$ cat src/rtl/alu_issue_seq.sv
// alu_issue_seq: issue-side sequencer for the 16-bit ALU.
// It accepts one register-operation request per valid/ready handshake and
// reads both operands from the internal register file. It drives the ALU
// operand and operator inputs, then pulses alu_latch. It captures the ALU
// result and flags, writes the result back, and pulses done.
// The sequence is IDLE -> SETUP -> LATCH -> WB, one clock per state, so the
// block issues one op every 4 clocks.
// Optional build macro ALU_SEQ_DBG_EN adds a combinational register-file
// read port (dbg_addr / dbg_data).
module alu_issue_seq #(
    parameter int unsigned NREGS = 8,
    parameter int unsigned AW    = 3
) (
    input  logic          clk,
    input  logic          rst_n,
    input  logic          req_valid,
    output logic          req_ready,
    input  logic [3:0]    req_op,
    input  logic [AW-1:0] req_dst,
    input  logic [AW-1:0] req_src,
    input  logic          req_imm_en,
    input  logic [15:0]   req_imm,
    output logic [15:0]   alu_value1,
    output logic [15:0]   alu_value2,
    output logic [3:0]    alu_operator,
    output logic          alu_latch,
    input  logic [15:0]   alu_result,
    input  logic [3:0]    alu_flags,
    output logic [3:0]    flags_q,
    output logic          done
`ifdef ALU_SEQ_DBG_EN
    ,
    input  logic [AW-1:0] dbg_addr,
    output logic [15:0]   dbg_data
`endif
);

    // Compare only sets flags; every other code, including unknown ones,
    // writes back whatever the ALU produced.
    localparam logic [3:0] OP_CMP = 4'd11;

    typedef enum logic [1:0] {
        S_IDLE,
        S_SETUP,
        S_LATCH,
        S_WB
    } state_t;

    state_t        state;
    logic [15:0]   regs [NREGS];
    logic [AW-1:0] dst_q;

    // Sequencer FSM.
    // It also owns the register file and every registered output, because
    // operand reads and the writeback are both tied to state transitions.
    always_ff @(posedge clk or negedge rst_n) begin
        if (!rst_n) begin
            state        <= S_IDLE;
            req_ready    <= 1'b1;
            alu_latch    <= 1'b0;
            done         <= 1'b0;
            flags_q      <= '0;
            alu_value1   <= '0;
            alu_value2   <= '0;
            alu_operator <= '0;
            dst_q        <= '0;
            for (int unsigned i = 0; i < NREGS; i++) begin
                regs[i] <= '0;
            end
        end else begin
            case (state)
                S_IDLE: begin
                    if (req_valid) begin
                        // Operands are read from the register file on the accept
                        // edge. They then hold until the next request is accepted.
                        // When dst==src, both operands see the same pre-op value.
                        req_ready    <= 1'b0;
                        dst_q        <= req_dst;
                        alu_operator <= req_op;
                        alu_value1   <= regs[req_dst];
                        alu_value2   <= req_imm_en ? req_imm : regs[req_src];
                        state        <= S_SETUP;
                    end
                end
                S_SETUP: begin
                    alu_latch <= 1'b1;
                    state     <= S_LATCH;
                end
                S_LATCH: begin
                    alu_latch <= 1'b0;
                    flags_q   <= alu_flags;
                    if (alu_operator != OP_CMP) begin
                        regs[dst_q] <= alu_result;
                    end
                    done  <= 1'b1;
                    state <= S_WB;
                end
                S_WB: begin
                    done      <= 1'b0;
                    req_ready <= 1'b1;
                    state     <= S_IDLE;
                end
                default: begin
                    state <= S_IDLE;
                end
            endcase
        end
    end

`ifdef ALU_SEQ_DBG_EN
    // Debug read port.
    // It shows the register contents as currently stored. A write landing on
    // the same edge only becomes visible after that edge.
    always_comb begin
        dbg_data = regs[dbg_addr];
    end
`endif

endmodule
$ cat config.mk
export PLATFORM = sky130hd
export DESIGN_NAME = alu_issue_seq
export DESIGN_NICKNAME = d
export VERILOG_FILES = /design/src/rtl/alu_issue_seq.sv
export SDC_FILE = /design/constraint.sdc
export NUM_CORES = 1
export LEC_CHECK = 0
export BUFFER_PORTS_ARGS = -buffer_cell sky130_fd_sc_hd__buf_2
export CAP_MARGIN = 20
export CORE_UTILIZATION = 50
export DETAILED_ROUTE_END_ITERATION = 7
export GPL_TIMING_DRIVEN = 1
export HOLD_SLACK_MARGIN = 0.05
export PLACE_DENSITY = 0.81
export SLEW_MARGIN = 30
export SYNTH_ARGS = -nofsm -noshare
export SYNTH_HDL_FRONTEND = slang
export SYNTH_SLANG_ARGS = --single-unit
$ cat constraint.sdc
create_clock -name clk -period 3.2 [get_ports clk]
set_input_delay 0 -clock clk [delete_from_list [all_inputs] [get_ports clk]]
set_output_delay 0 -clock clk [all_outputs]
set_load 0.01 [all_outputs]
==> results of run 1 <==
-- synthesized netlist by cell type (2+ instances only) --
| cell | instances |
|---|---|
| nand3b_2 | 2 |
| inv_1 | 3 |
| mux2i_1 | 110 |
| a22oi_1 | 32 |
| or3b_1 | 2 |
| buf_1 | 2 |
| mux2_1 | 10 |
| and3_1 | 6 |
| o22ai_1 | 26 |
| a21oi_1 | 11 |
| clkbuf_1 | 22 |
| ha_1 | 4 |
| nand3b_1 | 10 |
| mux2_2 | 125 |
| a221o_1 | 6 |
| nand3_1 | 17 |
| mux2_4 | 10 |
| a211oi_1 | 12 |
| nor2b_1 | 8 |
| dfrtp_1 | 175 |
| and2_1 | 2 |
| nand2b_1 | 3 |
| nand2_1 | 58 |
| nor2_1 | 18 |
| buf_6 | 2 |
| buf_2 | 23 |
| o21ai_0 | 13 |
-- routing by layer --
| metal | wire (um) | track usage, % | part of all wire [%] | up-vias |
|---|---|---|---|---|
| met5 | 0 | 0 | 0 | - |
| met4 | 523 | 9.99 | 2.3 | 0 |
| met3 | 1580 | 6.08 | 6.9 | 34 |
| met2 | 11000 | 42.8 | 48 | 250 |
| met1 | 9770 | 35.4 | 43 | 3285 |
| li1 | - | - | - | 2897 |
-- how the worst min path moves through the flow --
stage,start,end
6_report,req_dst[1],dst_q[1]
5_1_grt,req_dst[1],dst_q[1]
4_1_cts,req_dst[1],dst_q[1]
3_5_place_dp,rst_n,regs[2]
3_3_place_gp,rst_n,regs[2]
2_1_floorplan,rst_n,alu_latch
-- repair_timing --
item | in CTS | in global routing
hold buffers | 44 | 0
endpoints found under the hold margin | 238 | 0
buffers inserted | 0 | 0
-- placed cells by master (no fill, tap or decap), drive strengths merged, types with 3 or more instances in the layout --
master and count:
dfrtp 175, mux2 145, mux2i 110, buf 108, nand2 58, dlygate4sd3 44
a22oi 32, o22ai 26, nor2 18, clkbuf 18, nand3 17, o21ai 13
a211oi 12, nand3b 12, a21oi 11, nor2b 8, and3 6, a221o 6
clkinvlp 6, inv 6, ha 4, clkinv 4, nand2b 3
-- logic make-up (layout without fill, tap and decap cells) --
| group | after synthesis | in the layout | synth area share [%] |
|---|---|---|---|
| buffers and inverters | 53 | 187 | 2.79 |
| muxes | 255 | 255 | 31.4 |
| AOI/OAI and AO/OA | 100 | 100 | 7.63 |
| DFF | 176 | 176 | 50.0 |
| and+or+nand+nor | 133 | 133 | 7.63 |
| adders and majority gates | 4 | 4 | 0.567 |
-- area by class of cell --
class                      count  area (sq um)
sequential                   176          4410
timing repair buffer         152          1050
fill                        1303          6740
clock inverter                14           133
clock buffer                  18           439
tap                          225           282
inverter                       3          11.3
multi-input combinational    492          4180
-- report_power, final --
part           switching, W  internal [W]  total, W  leakage (nW)
Sequential         0.000859       0.00337   0.00423          2.08
Combinational       0.00153       0.00177   0.00331          2.49
Clock              0.000905       0.00110   0.00200         0.262
Total               0.00330       0.00625   0.00954          4.84
-- stage by stage --
| stage | hold WS [ns] | area [sq um] |
|---|---|---|
| 6_report | 0.155 | 10500 |
| 5_1_grt | 0.160 | 10500 |
| 3_3_place_gp | 0.104 | 9470 |
| 2_1_floorplan | -0.296 | 8820 |
| 4_1_cts | 0.111 | 10500 |
| 3_5_place_dp | 0.114 | 9480 |
-- flip-flops by register name (all words and copies together), names as in the netlist, 2 cells and up --
name	count
regs	128
alu_value1	16
alu_value2	16
alu_operator	4
flags_q	4
dst_q	3
state	2
-- critical path: cells and delay by family (launching register included) --
family,cells,cell delay (ns)
mux,1,0.46
simple gates,2,0.82
buf+inv,2,0.30
fa+ha+maj,1,0.38
flops,1,0.39
==> impl_metrics.csv, run 1 <==
group,metric,value,unit
hold_path,min_path_type,"input port to flip-flop",
setup_path,cp.arrival,2.80,ns
placement,dp_worst_setup_slack,0.741,ns
detailed_routing,drt-total-wl,22.9,mm
floorplanning,core,17200,sq um
timing,fin_crit_sh,77.5,%
yosys,ys_seq_elements,176,
clock_network,clockRootBuffer,"clkbuf_16",
clock_network,cts_buffers,17,
detailed_routing,wl_per_cell,21.2,um
yosys,synth_area_leaders,"dfrtp_1, mux2_2, mux2i_1",
timing,rsz0062_at_grt,"false",
yosys,syn_avg_cell_area,12.2,sq um
detailed_routing,vias,6466,
timing,worstMarginPinSlew,1.01,ns
detailed_routing,drt_iter0_drc,591,
clock_network,h-tree-depth,4,
layout,final_cells,1080,
floorplanning,dieWidth,135,um
yosys,yosysTopAreaCell,"dfrtp_1",
timing,worst_slack,0.720,ns
grt,antenna_found_initial,0,
layout,nNetsFinal,896,
yosys,synth_cell_types,36,
setup_path,rrSetupSlack,0.72,ns
clock_network,cts_max_path_buffers,2,
floorplanning,io_pins,93,
setup_path,crit_top_cell,"inv_1",
floorplanning,initial_core_util,51.2,%
yosys,synth_top_cell_area_share,49.7,%
placement,place_congestion,0.777,
timing,tns,0,ns
setup_path,cpPeakStageDelay,0.51,ns
yosys,synthCells,721,
placement,numPlacedInstances,1003,
power_and_ir_drop,cellPowerDensity,909,nW/um^2
outcome,status,"finished clean",
power_and_ir_drop,vdd_drop_max,480,uV
clock_network,cts_tree,"built",
flow_run,drv_cap,0,
setup_path,critical_path.startpoint,"state[0]",
placement,dpl.hpwl,13.4,mm
grt,overflow,0,
yosys,synth_flop_cell,"dfrtp_1",
timing,setup_viol,0,
yosys,ys_warn_count,0,
timing,max_freq,403,MHz
timing,report.final.slew_viol_count,0,
setup_path,crit_end,"regs[87]",
setup_path,startpoint_type,"flip-flop",
grt,grt_pass1_wl,36.4,mm
clock_network,path_clk_slew,0.07,ns
yosys,synth-edff-count,0,
floorplanning,die_y,135,um
clock_network,clk_latency,0.44,ns
timing,final-hold-violation-count,0,
setup_path,path_class,"flip-flop to flip-flop",
power_and_ir_drop,leakagePower,4.84,nW
clock_network,cts_sinks,176,
grt,first_global_vias,6635,
layout,fin_util,60.9,%
yosys,yosysSeqAreaShare,50.0,%
detailed_routing,drc,0,
yosys,async_flop_share,100,%
placement,port_buffers,92,
detailed_routing,viasPerCell,5.99,
setup_path,rr_endpoint,"regs[87]",
setup_path,crit_fanout,16,
timing,post-route-min-period,2.48,ns
setup_path,cp-end-kind,"flip-flop",
layout,area_growth,19.0,%
grt,grt_max_degree,85,
clock_network,ctsResizeCount,0,
setup_path,reg2reg_depth,6,
grt,grt_use_total,26.7,%
floorplanning,die_area,18200,sq um
setup_path,cp.required,3.52,ns
layout,final_layout_size_suffix_gt1_share,33.2,%
hold_path,min_path_cells,3,
floorplanning,num_rows,48,
timing,finalClockSkew,0.00736,ns
setup_path,crit_slowest_cell,"nand3b_2",
yosys,syn_nets,775,
detailed_routing,postRouteAntennaNets,0,
yosys,syn_area,8820,sq um
layout,n_antenna_cell,0,
detailed_routing,drtPass1Iterations,5,
setup_path,timing.rr.start,"state[0]",
timing,relSlewSlack,32.6,%
setup_path,crit_path_cell_trace,"inv_1 -> ha_1 -> inv_1 -> nor3_2 -> nand3b_2 -> mux2_2",
power_and_ir_drop,power,0.00954,W
Power figures use the tool's default switching activity.
==> run 2: changes to the inputs <==
clock period = 2.3 ns   (was 3.2 ns; I/O delays follow)
==> run 2 against run 1 <==
Net effect: first-iteration DRC count decreased by 27%; highest routed layer unchanged; sequential share of layout area fell by 0.51 points; via count up 2.7%; clock power is 39% higher; utilization rose by 0.75 points; critical path depth stayed put; final cell count grew 1.8%; global-route usage shrank 0.098 points; final area grew 1.2%.
==> impl_metrics.csv, run 2 (synthesis results as in run 1) <==
group,metric,value,unit
placement,numPlacedInstances,1023,
grt,first_global_vias,6736,
layout,n_antenna_cell,0,
power_and_ir_drop,power,0.0134,W
setup_path,reg2reg_depth,6,
clock_network,ctsResizeCount,0,
clock_network,cts_buffers,17,
setup_path,rrSetupSlack,0.35,ns
hold_path,hp-start,"req_dst[1]",
flow_run,drv_cap,0,
layout,largest_reg_flops,128,
clock_network,clk_latency,0.43,ns
detailed_routing,postRouteAntennaNets,0,
clock_network,cts_tree,"built",
detailed_routing,viasPerCell,6.04,
grt,grt_pass1_wl,36.4,mm
power_and_ir_drop,combPwrFrac,34.9,%
grt,grt_use_total,26.6,%
detailed_routing,vias,6638,
timing,hold_ws,0.0713,ns
setup_path,path_class,"flip-flop to flip-flop",
power_and_ir_drop,vdd_drop_max,730,uV
power_and_ir_drop,switchingPower,0.00465,W
detailed_routing,drt-total-wl,23.2,mm
floorplanning,io_pins,93,
placement,place_congestion,0.811,
timing,post-route-min-period,1.95,ns
timing,relSlewSlack,52.0,%
setup_path,critical_path.startpoint,"state[0]",
detailed_routing,drt_iter0_drc,431,
detailed_routing,drtPass1Iterations,5,
clock_network,h-tree-depth,4,
floorplanning,die_y,135,um
timing,tns,0,ns
floorplanning,die_area,18200,sq um
floorplanning,dieWidth,135,um
timing,max_freq,513,MHz
setup_path,cp.arrival,2.26,ns
layout,area_growth,20.5,%
clock_network,clockRootBuffer,"clkbuf_16",
setup_path,rr_endpoint,"regs[70]",
floorplanning,num_rows,48,
power_and_ir_drop,cellPowerDensity,1260,nW/um^2
placement,dpl.hpwl,14.4,mm
clock_network,cts_max_path_buffers,2,
power_and_ir_drop,p_int,0.00871,W
grt,overflow,0,
setup_path,startpoint_type,"flip-flop",
clock_network,cts_setup_buffers,0,
timing,worstMarginPinSlew,0.720,ns
placement,port_buffers,92,
setup_path,crit_fanout,16,
setup_path,timing.rr.start,"state[0]",
timing,rsz0062_at_grt,"false",
layout,final_cells,1099,
timing,final-hold-violation-count,0,
detailed_routing,wl_per_cell,21.1,um
timing,fin_crit_sh,84.7,%
floorplanning,initial_core_util,51.2,%
floorplanning,core,17200,sq um
timing,report.final.slew_viol_count,0,
grt,grt_max_degree,76,
power_and_ir_drop,power_frac_clock,20.8,%
clock_network,cts_sinks,176,
layout,fin_util,61.7,%
layout,top_register,"regs",
power_and_ir_drop,leakagePower,4.93,nW
setup_path,cp.required,2.61,ns
layout,final_layout_size_suffix_gt1_share,34.4,%
power_and_ir_drop,seqPwrFrac,44.3,%
layout,nNetsFinal,915,
layout,layout_commonest_cell,"dfrtp_1",
layout,reg.largest.list,"regs x128, alu_value1 x16, alu_value2 x16",
grt,antenna_found_initial,0,
outcome,status,"finished clean",
timing,finalClockSkew,0.00870,ns
power_and_ir_drop,switching_share,34.8,%
clock_network,path_clk_slew,0.07,ns
hold_path,min_to,"dst_q[1]",
layout,mostFrequentLayoutCells,"dfrtp_1, mux2_2, mux2i_1",
timing,setup_viol,0,
hold_path,min_path_type,"input port to flip-flop",
detailed_routing,drc,0,
hold_path,min_path_cells,3,
setup_path,cp-end-kind,"flip-flop",
clock_network,cts_hold_buf,44,
run 2: cell types whose count changed in the layout (fill, tap and decap cells not counted):
cell	previous run	this run
buf_12	1	2
buf_4	15	35
buf_6	3	1
clkbuf_8	1	0
clkinv_2	1	3
clkinv_4	3	2
clkinvlp_4	6	5
inv_6	3	4
nor2_1	17	18
nor2_4	1	0
or3b_1	1	2
or3b_2	1	0
run 2: worst max-delay path, stage by stage (launching register included):
cell     delay (ns)
dfrtp_1        0.38
inv_1          0.11
ha_1           0.23
nand3_1        0.13
or3b_1         0.38
buf_4          0.24
mux2_1         0.34
run 2: layout make-up:
type / count / area, sq um
Clock inverter: 15 / 135
Multi-Input combinational cell: 492 / 4170
Clock buffer: 17 / 425
Tap cell: 225 / 282
Timing Repair Buffer: 171 / 1200
Sequential cell: 176 / 4410
Inverter: 3 / 11.3
Fill cell: 1312 / 6610
run 2: how the worst max path moves through the flow:
stage               endpoint  cells after the start
finish              regs[70]                      6
global route        regs[77]                      6
CTS                 regs[70]                      6
detailed placement  regs[42]                      6
global placement    regs[38]                      6
floorplan           regs[21]                      7
run 2: power by group through the flow:
stage | logic, W | registers (W) | clock network [W]
floorplan | 0.00316 | 0.00573 | 0
global placement | 0.00438 | 0.00583 | 0
detailed placement | 0.00457 | 0.00590 | 0
CTS | 0.00466 | 0.00587 | 0.00281
global route | 0.00509 | 0.00610 | 0.00293
finish | 0.00466 | 0.00592 | 0.00278
run 2: layer usage:
layer  vias up  share of wire [%]  global-route usage, %
met5         -                  0                      0
met4         0                2.9                   12.6
met3        44                6.3                   5.26
met2       274                 48                   41.8
met1      3383                 43                   35.5
li1       2937                  -                      -
run 2: per-stage QoR:
step	setup slack, ns	instance area [sq um]
CTS	0.366	10600
finish	0.352	10600
global route	0.212	10600
detailed placement	0.374	9630
global placement	0.435	9630
floorplan	0.312	8820
